--- src/rtl/memory_arbiter_pkg.sv ---
`default_nettype none
// ============================================================================
// memory_arbiter_pkg
// Shared encodings and defaults for the two-requester memory arbiter.
// Revision: 1.0
// ============================================================================
package memory_arbiter_pkg;

    localparam int NUM_REQ            = 2;
    localparam int DEFAULT_ADDR_WIDTH = 8;
    localparam int DEFAULT_LINE_WIDTH = 8;

    typedef enum logic [0:0] {
        ST_CLEAR = 1'b0,
        ST_RUN   = 1'b1
    } arb_state_t;

endpackage : memory_arbiter_pkg
`default_nettype wire

--- src/rtl/memory_arbiter_rr_pick2.sv ---
`default_nettype none
// ============================================================================
// rr_pick2
// Combinational two-way round-robin picker producing a one-hot (or zero) grant.
// Revision: 1.0
// ============================================================================
module rr_pick2 (
    input  logic [1:0] valid,
    input  logic       last,
    input  logic [1:0] mask,
    output logic [1:0] grant
);

    logic [1:0] w_cand;

    assign w_cand = valid & mask;

    always_comb begin
        grant = w_cand;
        // On a tie the requester that did not win last time goes first.
        if (w_cand == 2'b11) begin
            grant = last ? 2'b01 : 2'b10;
        end
    end

endmodule : rr_pick2
`default_nettype wire

--- src/rtl/memory_arbiter.sv ---
`default_nettype none
// ============================================================================
// memory_arbiter
// Round-robin valid/ready arbiter sharing one memory between two requesters,
// with a one-cycle memory clear after reset.
// Optional grant locking is enabled by defining MEMORY_ARBITER_LOCK_EN.
// Revision: 1.0
// ============================================================================
module memory_arbiter
    import memory_arbiter_pkg::*;
#(
    parameter int ADDR_WIDTH = DEFAULT_ADDR_WIDTH,
    parameter int LINE_WIDTH = DEFAULT_LINE_WIDTH
) (
    input  logic                          clk,
    input  logic                          reset_n,
    input  logic [NUM_REQ-1:0]            req_valid,
    input  logic [NUM_REQ-1:0]            req_write,
    input  logic [NUM_REQ*ADDR_WIDTH-1:0] req_address,
    input  logic [NUM_REQ*LINE_WIDTH-1:0] req_wdata,
`ifdef MEMORY_ARBITER_LOCK_EN
    input  logic [NUM_REQ-1:0]            req_lock,
`endif
    output logic [NUM_REQ-1:0]            req_ready,
    output logic [NUM_REQ-1:0]            rsp_valid,
    output logic [NUM_REQ*LINE_WIDTH-1:0] rsp_rdata,
    output logic [ADDR_WIDTH-1:0]         mem_read_address,
    output logic [ADDR_WIDTH-1:0]         mem_write_address,
    output logic [LINE_WIDTH-1:0]         mem_write_data,
    output logic                          mem_write_enable,
    output logic                          mem_reset,
    input  logic [LINE_WIDTH-1:0]         mem_read_data
);

    arb_state_t                  r_state;
    logic                        r_last;
    logic [NUM_REQ-1:0]          r_rsp_valid;
    logic [NUM_REQ*LINE_WIDTH-1:0] r_rsp_rdata;

    logic [ADDR_WIDTH-1:0]       w_addr  [NUM_REQ];
    logic [LINE_WIDTH-1:0]       w_wdata [NUM_REQ];
    logic                        w_run;
    logic [NUM_REQ-1:0]          w_mask;
    logic [NUM_REQ-1:0]          w_grant;
    logic                        w_accept;
    logic                        w_gnt_idx;
    logic                        w_gnt_write;
    logic [ADDR_WIDTH-1:0]       w_sel_addr;

    genvar gi;
    generate
        for (gi = 0; gi < NUM_REQ; gi++) begin : g_unpack
            assign w_addr[gi]  = req_address[gi*ADDR_WIDTH +: ADDR_WIDTH];
            assign w_wdata[gi] = req_wdata[gi*LINE_WIDTH +: LINE_WIDTH];
        end
    endgenerate

    // Nothing may be granted while reset is held or the clear cycle runs.
    assign w_run = reset_n && (r_state == ST_RUN);

`ifdef MEMORY_ARBITER_LOCK_EN
    logic r_locked;
    logic r_owner;

    assign w_mask = !w_run   ? 2'b00 :
                    r_locked ? (r_owner ? 2'b10 : 2'b01) :
                               2'b11;
`else
    assign w_mask = w_run ? 2'b11 : 2'b00;
`endif

    rr_pick2 u_pick (
        .valid (req_valid),
        .last  (r_last),
        .mask  (w_mask),
        .grant (w_grant)
    );

    assign w_accept    = |w_grant;
    assign w_gnt_idx   = w_grant[1];
    assign w_gnt_write = req_write[w_gnt_idx];
    assign w_sel_addr  = w_addr[w_gnt_idx];

    assign req_ready         = w_grant;
    assign mem_read_address  = w_sel_addr;
    assign mem_write_address = w_sel_addr;
    assign mem_write_data    = w_wdata[w_gnt_idx];
    assign mem_write_enable  = w_accept && w_gnt_write;
    assign mem_reset         = !reset_n || (r_state == ST_CLEAR);

    assign rsp_valid = r_rsp_valid;
    assign rsp_rdata = r_rsp_rdata;

    always_ff @(posedge clk) begin
        if (!reset_n) begin
            r_state     <= ST_CLEAR;
            r_last      <= 1'b1;
            r_rsp_valid <= '0;
            r_rsp_rdata <= '0;
`ifdef MEMORY_ARBITER_LOCK_EN
            r_locked    <= 1'b0;
            r_owner     <= 1'b0;
`endif
        end else begin
            r_rsp_valid <= '0;
            case (r_state)
                ST_CLEAR: begin
                    r_state <= ST_RUN;
                end
                ST_RUN: begin
                    if (w_accept) begin
                        r_last <= w_gnt_idx;
                        if (!w_gnt_write) begin
                            r_rsp_valid[w_gnt_idx] <= 1'b1;
                            r_rsp_rdata[w_gnt_idx*LINE_WIDTH +: LINE_WIDTH] <= mem_read_data;
                        end
`ifdef MEMORY_ARBITER_LOCK_EN
                        r_locked <= req_lock[w_gnt_idx];
                        r_owner  <= w_gnt_idx;
`endif
                    end
                end
                default: begin
                    r_state <= ST_CLEAR;
                end
            endcase
        end
    end

endmodule : memory_arbiter
`default_nettype wire

--- config.mk ---
export PLATFORM = sky130hd
export DESIGN_NAME = memory_arbiter
export DESIGN_NICKNAME = d
export VERILOG_FILES = /design/src/rtl/memory_arbiter_pkg.sv /design/src/rtl/memory_arbiter_rr_pick2.sv /design/src/rtl/memory_arbiter.sv
export SDC_FILE = /design/constraint.sdc
export NUM_CORES = 1
export LEC_CHECK = 0
export CORE_ASPECT_RATIO = 0.75
export CORE_MARGIN = 3
export CORE_UTILIZATION = 31
export DETAILED_ROUTE_END_ITERATION = 12
export HOLD_SLACK_MARGIN = 0.12
export PLACE_DENSITY = 0.79
export SYNTH_ARGS = -nofsm -noshare
export SYNTH_HDL_FRONTEND = slang
export SYNTH_SLANG_ARGS = --single-unit
--- constraint.sdc ---
create_clock -name clk -period 1.8 [get_ports clk]
set_input_delay 0.36 -clock clk [delete_from_list [all_inputs] [get_ports clk]]
set_output_delay 0.36 -clock clk [all_outputs]
set_load 0.02 [all_outputs]
# Word-level counts from Yosys, hierarchy flattened
# Index checks and enable logic that the tools add are counted.
# Widths: inputs -> output; s select.
# totals
ff_bits	20
latchBits	0
ram_bits	0
mem_bits_ro	0
output_inout_bits	46
word_cells	41
n_memories	0
# classes
add_sub_neg	1
n_mul	0
n_div	0
magnitude_cmp	3
eq_ne	1
shift	2
muxes	15
bitwise	6
reduce_logical	9
# op_table
operator	n
$mux 8	6
$neg 4->34	1
$shift 8x34->16 const A	1
$shiftx 8x34->16	1
$bwmux 16	1
$mux 2	3
$mux 1	4
$not 1->1	4
$reduce_or 4->1	1
$logic_and 1x1->1	3
$reduce_and 3->1	1
$and 2x2->2	1
$eq 2x2->1 const B	1
$ge 2x2->1 const B	1
$lt 1x2->1 const B	1
$not 1->2	1
$reduce_and 2->1	1
$reduce_or 2->1	1
$demux 1 s1	1
$ge 1x1->1 const B	1
$logic_not 1->1	1
$logic_or 1x1->1	1

# Longest topological paths before layout
# Gate-level depths: netlist (run 1).
# depth
ltp_word	9
ltp_mapped	5
depth_no_buf	3

# Modules after synthesis
# Synthesis (run 1) repeated with hierarchy kept, for this count alone.
# unflattened
cells_unflattened	106
area_unflattened_um2	1028.5
# by_module_without_submodules
module	instances	cells_per_inst	area_each_um2
memory_arbiter	1	103	1008.5
rr_pick2	1	3	20.0

# Worst setup path before layout (run 1)
# Ideal clock, no wire load.
# synth_timing
kind	input port to output port
startpoint	in req_valid[1]
endpoint	out mem_write_address[5]
t_arrival_ns	1.385
required_ns	1.440
slack_ns	0.055
cell_stages	5
cell_sequence	a21boi_2 nand3_4 buf_6 mux2_4 buf_4
# synth_via
elab_chain_len	7
# synth_rtl
item	line_no	source
from (decl)	memory_arbiter.sv:17	input logic [NUM_REQ-1:0] req_valid,
$and 2x2->2 *	memory_arbiter_rr_pick2.sv:16	assign w_cand = valid & mask;
$eq 2x2->1	memory_arbiter_rr_pick2.sv:21	if (w_cand == 2'b11) begin
$mux 2 *	memory_arbiter_rr_pick2.sv:21	
$not 1->2 (implied by the code) *	memory_arbiter.sv:82	assign w_sel_addr = w_addr[w_gnt_idx];
$mux 8 (implied by the code) * (3 in a row)	memory_arbiter.sv:82	
to (decl)	memory_arbiter.sv:28	output logic [ADDR_WIDTH-1:0] mem_write_address,
# Mark *: on every way between the ends. The rest lies on a longest branch, timed or not. The select of a mux whose other input is x is not followed.

# Final worst setup path (run 1)
# layout_timing
startpoint	reg r_last
endpoint	out mem_read_address[7]
# layout_via
elab_chain_len	6
# layout_rtl
item	line_no	source
from (decl)	memory_arbiter.sv:36	logic r_last;
from (signal assigned)	memory_arbiter.sv:112	r_last <= w_gnt_idx;
$mux 2	memory_arbiter_rr_pick2.sv:22	grant = last ? 2'b01 : 2'b10;
$mux 2	memory_arbiter_rr_pick2.sv:21	
$not 1->2 (implied by the code)	memory_arbiter.sv:82	
$mux 8 (implied by the code) (3 in a row)	memory_arbiter.sv:82	
to (decl)	memory_arbiter.sv:27	output logic [ADDR_WIDTH-1:0] mem_read_address,
# No other way between the ends. The select of a mux whose other input is x is not followed.

==> results of run 1 <==
worst reg2reg max path, cell delays in order (launching register included):
cell	delay (ns)
dfxtp_1	0.39
buf_4	0.14
nand2_1	0.08
buf_4	0.15
nor3b_2	0.22
buf_4	0.21
mux2i_1	0.19
per-layer routing:
layer	wire [µm]	vias to the layer above	track usage
met5	0	-	0
met4	29	0	0.0284
met3	172	4	0.0519
met2	2160	32	0.346
met1	1480	504	0.217
li1	-	543	-
registers in the layout (all words and copies together) (netlist names):
name,cells
rsp_valid,2
rsp_rdata,16
r_state,1
r_last,1
path summary, 6_finish.rpt:
| kind | startpoint | endpoint | slack, ns | cells past startpoint |
|---|---|---|---|---|
| setup / recovery | r_last | mem_read_address[7] | -0.14 | 5 |
| hold reg to reg | rsp_rdata[6] | rsp_rdata[6] | 0.46 | 2 |
| hold / removal | rsp_rdata[6] | rsp_rdata[6] | 0.46 | 2 |
| setup reg to reg | r_state | rsp_rdata[13] | 0.34 | 6 |
logic make-up after synthesis:
kind of cell | share of synthesized area
AO/OA/AOI/OAI | 0.0281
buffers and inverters | 0.102
flip-flops | 0.375
multiplexers | 0.350
AND/OR/NAND/NOR | 0.145
power by group through the flow:
stage          Combinational [mW]  Sequential [mW]  Clock, mW
5_1_grt                     0.420            0.461      0.310
2_1_floorplan               0.155            0.478          0
3_3_place_gp                0.364            0.469          0
4_1_cts                     0.395            0.460      0.297
6_report                    0.399            0.460      0.285
3_5_place_dp                0.370            0.469          0
metrics by stage:
stage,hold WS [ns],instances,cell area [µm²],utilization,setup TNS (ns)
2_1_floorplan,0.388,105,1070,-,0
3_3_place_gp,0.445,233,2030,0.653,-22.38
3_5_place_dp,0.446,233,2030,0.653,-24.93
4_1_cts,0.463,240,2170,0.698,-3.48
5_1_grt,0.486,240,2160,0.697,-3.76
6_report,0.463,240,2160,0.697,-2.78
layout by cell type, fill, tap and decap left out, drive strengths merged, types with 2 or more instances in the layout:
master / instances
mux2: 16
nand2: 26
dfxtp: 20
mux2i: 16
dlygate4sd2: 2
buf: 44
clkdlybuf4s50: 60
clkbuf: 5
inv: 2
nor2: 2
final cells by class:
class | count | area share
Tap cell | 38 | 0.0220
Inverter | 2 | 0.00347
Timing Repair Buffer | 108 | 0.504
Clock buffer | 3 | 0.0191
Multi-Input combinational cell | 69 | 0.266
Sequential cell | 20 | 0.186
timing repair:
item / CTS / global route
pin swaps: 2 / 2
setup buffers: 2 / 0
setup endpoints to repair: 28 / 24
resized for setup: 164 / 4
gates cloned: 2 / 0
==> qor.yml, run 1 <==
worst_setup_path:
  crit_path_start_kind: "register"
  cp_data_required_time_ns: 1.44
  arrival_ns: 1.58
  cp_slowest_cell: "dfxtp_2"
  cp_cell_sequence: "a21boi_4, nand3_4, buf_16, mux2_2, buf_4"
  crit_family: "buffers and inverters"
  critPathKind: "reg -> out"
  crit_fanout: 8
  critPathBufInv: 2
  cp-end-kind: "primary output"
  max_stage_delay_ns: 0.34
placement:
  gp_congestion: 0.739
  io_buffers: 91
  dp_hpwl_um: 2880
  pre_cts_ws_ns: -0.883
die:
  die_w_um: 73.8
  coreArea_um2: 3110
  core.rowCount: 17
  start_util: 0.344
  io_pins: 92
  die-area_um2: 4190
  dieHeight_um: 56.8
sta:
  setup-violations-final: 24
  min_period_over_period: 1.08
  drv_slew: 0
  worst_slack_ns: -0.145
  slew_headroom: 0.827
  hold_violations: 0
  rsz0062_at_grt: "true"
  min_period_ns: 1.94
  tightest_slew_ns: 0.259
  fmax_ghz: 0.514
  fin_skew_ns: 0.000618
route:
  vias: 1083
  wirelength_um: 3840
  routed_via_density: 4.51
  firstDrtPassIters: 4
  wire_per_inst_um: 16.0
  antenna_left: 0
  drc: 0
  drt_iter0_drc: 39
outcome:
  status: "finished with violations"
  violations: "negative setup slack"
synth:
  yosysWarnings: 0
  synth_common_cells: "26 x nand2_1, 20 x dfxtp_1, 16 x mux2i_1, 11 x buf_4, 9 x mux2_4"
  syn_area_um2: 1070
  synth_nets: 151
  avgSynthCellArea_um2: 10.2
  async_flop_share: 0
  ys.flop_type: "dfxtp_1"
  synth-seq-cells: 20
  yosysMostFrequentCell: "nand2_1"
  yosys.area.top_type: "dfxtp_1"
  netlist.area_leader.share: 0.375
  synth_cells: 105
  synth_edf_count: 0
  ys_seq_area_frac: 0.375
  synth.distinct_cells: 19
  ys_top_cells_by_area: "dfxtp_1 37%, mux2i_1 15%, mux2_4 13%"
power_and_ir_drop:
  power_frac_clock: 0.249
  power_leakage_nw: 0.989
  power_density_nw_per_um2: 529
  switching_share: 0.266
  internal_power_mw: 0.840
  ir_drop_uv: 334
  switchingPower_mw: 0.304
  power_mw: 1.14
  combPwrFrac: 0.349
  sequentialPowerShare: 0.402
global_route:
  overflow: 0
  track_usage: 0.188
  grt_pass1_vias: 1156
  grt_max_degree: 27
  grt_pass1_wl_um: 6020
  antenna_found_initial: 0
final_layout:
  fillers: 233
  multi_input_area_um2: 576
  ff_latch_area_um2: 402
  nNetsFinal: 250
  syn_to_final_growth_pct: 102
  drive_gt1_frac: 0.342
  n_antenna_cell: 0
clock_network:
  cts_buffers: 3
  ctsHtreeMaxLevel: 1
  cts_hold_buf: 0
  cts_sinks: 20
  clkLatencyLatePin_ns: 0.25
  clockBufferDepth: 2
  clk_pin_slew_ns: 0.07
  root_buffer: "clkbuf_8"
  cts_tree: "done"
job:
  drv_cap: 0
hold_path:
  hold_class: "reg -> reg"
Note: power is estimated with default switching activity, not from simulation.
==> run 2, diff against run 1 <==
--- a/config.mk
+++ b/config.mk
@@ -11,6 +11,8 @@
 export DETAILED_ROUTE_END_ITERATION = 12
 export HOLD_SLACK_MARGIN = 0.12
 export PLACE_DENSITY = 0.79
+export REMOVE_ABC_BUFFERS = 1
+export SLEW_MARGIN = 20
 export SYNTH_ARGS = -nofsm -noshare
 export SYNTH_HDL_FRONTEND = slang
 export SYNTH_SLANG_ARGS = --single-unit
==> run 2 against run 1 <==
Against the previous run: the flow still finishes with violations (negative setup slack); clock skew grew 0.0051 ns; combinational power down 1%; clock power up 58%; first-iteration DRC count fell by 7.7%; largest power group unchanged; utilization up 0.68 points; highest routed layer unchanged; routed wire length grew 4.3%; critical path depth unchanged; cell area rose by 0.98%; cell count increased by 0.42%; setup slack better by 0.035 ns.
==> qor.yml, run 2 (synthesis gave the netlist of run 1 again) <==
sta:
  fmax_ghz: 0.523
  rsz0062_at_grt: "true"
  min_period_over_period: 1.06
  slew_headroom: 0.829
  tightest_slew_ns: 0.256
  hold_violations: 0
  setup-violations-final: 24
  worst_slack_ns: -0.110
  min_period_ns: 1.91
  fin_skew_ns: 0.00571
  drv_slew: 0
job:
  drv_cap: 0
power_and_ir_drop:
  power_mw: 1.31
  power_leakage_nw: 0.999
  power_density_nw_per_um2: 598
  ir_drop_uv: 349
outcome:
  violations: "negative setup slack"
  status: "finished with violations"
route:
  routed_via_density: 4.55
  drt_iter0_drc: 36
  drc: 0
  antenna_left: 0
  firstDrtPassIters: 4
  vias: 1096
  wire_per_inst_um: 16.6
  wirelength_um: 4010
global_route:
  grt_pass1_wl_um: 5870
  track_usage: 0.183
  antenna_found_initial: 0
  overflow: 0
  grt_pass1_vias: 1087
  grt_max_degree: 27
final_layout:
  n_antenna_cell: 0
  layout_common_cells: "60 x clkdlybuf4s50_1, 26 x nand2_1, 21 x buf_6"
  ff_latch_area_um2: 402
  largest_reg_flops: 16
  fillers: 222
  mostFrequentLayoutCell: "clkdlybuf4s50_1"
  nNetsFinal: 250
  multi_input_area_um2: 576
  stdcell_count: 241
  syn_to_final_growth_pct: 104
  drive_gt1_frac: 0.345
worst_setup_path:
  crit_fanout: 5
  rr_worst_depth: 6
  r2r-end: "rsp_rdata[6]"
  arrival_ns: 1.55
  critPathKind: "reg -> out"
  cp-end-kind: "primary output"
  cp_data_required_time_ns: 1.44
  crit_path_start_kind: "register"
  reg2reg_slack_ns: 0.30
  r2r-start: "r_last"
clock_network:
  cts_tree: "done"
  cts_hold_buf: 0
  cts_buffers: 3
  clkLatencyLatePin_ns: 0.26
  root_buffer: "clkbuf_8"
  ctsHtreeMaxLevel: 1
  cts_sinks: 20
  clk_pin_slew_ns: 0.08
  clockBufferDepth: 2
hold_path:
  hold_class: "reg -> reg"
  hold_depth: 2
  worstHoldEndpoint: "rsp_rdata[8]"
  hp-start: "rsp_rdata[8]"
die:
  die_w_um: 73.8
  dieHeight_um: 56.8
  die-area_um2: 4190
  start_util: 0.344
  coreArea_um2: 3110
  io_pins: 92
  core.rowCount: 17
placement:
  io_buffers: 91
  gp_congestion: 0.817
  dp_cells: 233
  dp_hpwl_um: 3070
run 2: changes by cell type in the layout (fill, tap and decap cells not counted):
cell / before / now
buf_2: 3 / 1
buf_4: 15 / 17
buf_6: 23 / 21
clkbuf_2: 2 / 4
buf_16: 2 / 1
bufinv_16: 0 / 1
clkbuf_16: 0 / 1
clkdlybuf4s15_1: 0 / 1
dlygate4sd2_1: 2 / 1
run 2: metrics by stage:
step	TNS [ns]	cell area (µm²)	utilization	hold WS [ns]	setup slack (ns)
after floorplan	-1.01	967	-	0.388	-0.123
after detailed placement	-23.85	2030	0.653	0.447	-0.874
after CTS	-2.43	2130	0.687	0.461	-0.128
after global placement	-22.38	2030	0.653	0.444	-0.826
after global routing	-3.28	2180	0.703	0.485	-0.155
final	-2.25	2180	0.703	0.461	-0.110
run 2: worst max-delay path by stage:
stage / startpoint / endpoint / slack (ns) / depth (start not counted)
after CTS: r_last / mem_write_address[5] / -0.13 / 5
after global placement: req_valid[1] / mem_read_address[0] / -0.83 / 5
after detailed placement: req_valid[1] / mem_write_address[3] / -0.87 / 5
final: r_last / mem_write_address[5] / -0.11 / 5
after floorplan: r_state / rsp_rdata[10] / -0.12 / 3
after global routing: r_last / mem_write_address[0] / -0.16 / 5
run 2: where the power goes:
| part | leakage [nW] | switching (mW) | internal, mW |
|---|---|---|---|
| Sequential | 0.162 | 0.00706 | 0.453 |
| Clock | 0.0357 | 0.154 | 0.297 |
| Combinational | 0.801 | 0.161 | 0.234 |
run 2: routing by layer:
metal	vias up	global-route usage	wire length, µm
li1	541	-	-
met1	527	0.230	1680
met2	26	0.307	2190
met3	2	0.0519	141
met4	0	0.0413	7
met5	-	0	0
run 2: final cells by class:
type	count	area share
Tap cell	38	0.0218
Inverter	2	0.00344
Timing Repair Buffer	108	0.495
Multi-Input combinational cell	69	0.263
Clock inverter	1	0.0137
Clock buffer	3	0.0189
Sequential cell	20	0.184
run 2: worst max-delay path, stage by stage (launching register included):
cell      delay [ns]
dfxtp_2         0.34
a21boi_4        0.16
nand3_4         0.15
buf_12          0.18
mux2_4          0.30
buf_4           0.16
run 2: timing repair:
| item | CTS | global route |
|---|---|---|
| pin swaps | 2 | 2 |
| gates cloned | 1 | 1 |
| endpoints found under the setup margin | 28 | 28 |
| resized for setup | 146 | 18 |
| setup buffers | 1 | 1 |
==> run 3, diff against run 2 <==
--- a/config.mk
+++ b/config.mk
@@ -6,11 +6,12 @@
 export NUM_CORES = 1
 export LEC_CHECK = 0
 export CORE_ASPECT_RATIO = 0.75
-export CORE_MARGIN = 3
-export CORE_UTILIZATION = 31
+export CORE_MARGIN = 1
+export CORE_UTILIZATION = 60
 export DETAILED_ROUTE_END_ITERATION = 12
+export DONT_BUFFER_PORTS = 1
 export HOLD_SLACK_MARGIN = 0.12
-export PLACE_DENSITY = 0.79
+export PLACE_DENSITY = 0.76
 export REMOVE_ABC_BUFFERS = 1
 export SLEW_MARGIN = 20
 export SYNTH_ARGS = -nofsm -noshare
==> run 3 against run 2 <==
Against the previous run: the flow still finishes with violations (negative setup slack); register-to-register slack better by 0.05 ns; sequential share of layout area is 18 points higher; cell area shrank 49%; clock-buffer cell count stayed put; total power down 37%; sequential power rose by 2%; largest power group unchanged.
==> qor.yml, run 3 (synthesis gave the netlist of run 1 again) <==
worst_setup_path:
  path_depth: 4
  reg2reg_slack_ns: 0.35
  critPathBufInv: 1
  r2r-start: "r_state"
  arrival_ns: 1.49
  cp_data_required_time_ns: 1.44
  crit_path_start_kind: "register"
  setup.worst_path.end: "mem_read_address[7]"
  cp_cell_sequence: "a21boi_4, nand3_4, buf_12, mux2_4"
  cp-end-kind: "primary output"
  crit_fanout: 17
  rr_worst_depth: 4
  crit_family: "multiplexers"
  r2r-end: "rsp_rdata[1]"
  cp_slowest_cell: "mux2_4"
  max_stage_delay_ns: 0.38
  cp-startpoint: "r_last"
  critPathKind: "reg -> out"
final_layout:
  nNetsFinal: 148
  final_area_um2: 1110
  mostFrequentLayoutCell: "nand2_1"
  fillers: 131
  layout_common_cells: "26 x nand2_1, 19 x dfxtp_1, 16 x mux2i_1"
  largest_reg_flops: 16
  n_antenna_cell: 0
  drive_gt1_frac: 0.280
  syn_to_final_growth_pct: 4.10
route:
  antenna_left: 0
  vias: 699
  firstDrtPassIters: 2
  drt_iter0_drc: 3
  wire_per_inst_um: 18.7
  wirelength_um: 2260
  routed_via_density: 5.78
  drc: 0
hold_path:
  hold_class: "in -> reg"
global_route:
  overflow: 0
  antenna_found_initial: 0
  track_usage: 0.221
  grt_max_degree: 29
  grt_pass1_wl_um: 3060
  grt_pass1_vias: 681
sta:
  worst_slack_ns: -0.0476
  drv_slew: 0
  setup-violations-final: 24
  slew_headroom: 0.748
  fin_skew_ns: 0.00373
  fin_setup_tns_ns: -0.779
  fmax_ghz: 0.541
  tightest_slew_ns: 0.377
  rsz0062_at_grt: "true"
  hold_violations: 0
  min_period_ns: 1.85
  min_period_over_period: 1.03
  fin_hold_ws_ns: 0.158
clock_network:
  clockBufferDepth: 2
  clkLatencyLatePin_ns: 0.29
  cts_sinks: 20
  cts_tree: "done"
  root_buffer: "clkbuf_4"
  clk_pin_slew_ns: 0.10
  ctsHtreeMaxLevel: 1
  cts_buffers: 3
outcome:
  violations: "negative setup slack"
  status: "finished with violations"
die:
  start_util: 0.678
  io_pins: 92
  die-area_um2: 1960
  coreArea_um2: 1580
  dieHeight_um: 38.5
  die_w_um: 50.7
  core.rowCount: 12
power_and_ir_drop:
  power_mw: 0.826
  power_leakage_nw: 0.533
  power_density_nw_per_um2: 742
  ir_drop_uv: 586
placement:
  io_buffers: 0
  dp_hpwl_um: 1710
  placed_area_um2: 1020
  gp_congestion: 0.624
job:
  drv_cap: 0
==> run 3: power breakdown <==
group / total, mW / switching (mW) / internal [mW]
logic: 0.156 / 0.0923 / 0.0635
registers: 0.471 / 0.0179 / 0.453
clock network: 0.199 / 0.121 / 0.0778
==> run 3: per-stage QoR <==
stage | worst slack (ns) | util | std cells
5_1_grt | -0.101 | 0.706 | 121
3_5_place_dp | 0.0906 | 0.648 | 115
6_report | -0.0476 | 0.706 | 121
3_3_place_gp | 0.158 | 0.648 | 115
4_1_cts | -0.0583 | 0.701 | 121
2_1_floorplan | -0.123 | - | 91
==> run 3: timing repair <==
action	4_1_cts	5_1_grt
pin swaps	2	1
endpoints found under the setup margin	24	25
resized for setup	7	1
buffers inserted	2	0
hold endpoints to repair	1	0
hold buffers	1	0
==> run 3: worst register-to-register path, stage by stage (launching register included) <==
cell       delay (ns)
dfxtp_1          0.45
nand2_1          0.10
nand4bb_1        0.39
buf_4            0.30
mux2i_1          0.12
==> run 3: layout make-up <==
type | count | area, µm² | share of cell area
multi-input combinational | 69 | 594 | 0.534
timing repair buffer | 6 | 60.1 | 0.0540
tap | 21 | 26.3 | 0.0236
inverter | 2 | 7.51 | 0.00675
sequential | 20 | 402 | 0.361
clock buffer | 3 | 22.5 | 0.0202
==> run 3: how the worst min path moves through the flow <==
stage          startpoint       to  depth (start not counted)
6_report          reset_n   r_last                          1
5_1_grt           reset_n   r_last                          1
4_1_cts           reset_n   r_last                          1
3_5_place_dp      reset_n  r_state                          0
3_3_place_gp      reset_n  r_state                          0
2_1_floorplan     reset_n  r_state                          0
==> run 3: layer usage <==
metal  GRT usage  vias to the layer above  share of wire
li1            -                      339              -
met3      0.0992                        0          0.083
met2       0.423                       39           0.54
met5           0                        -              0
met4      0.0208                        0              0
met1       0.234                      321           0.37
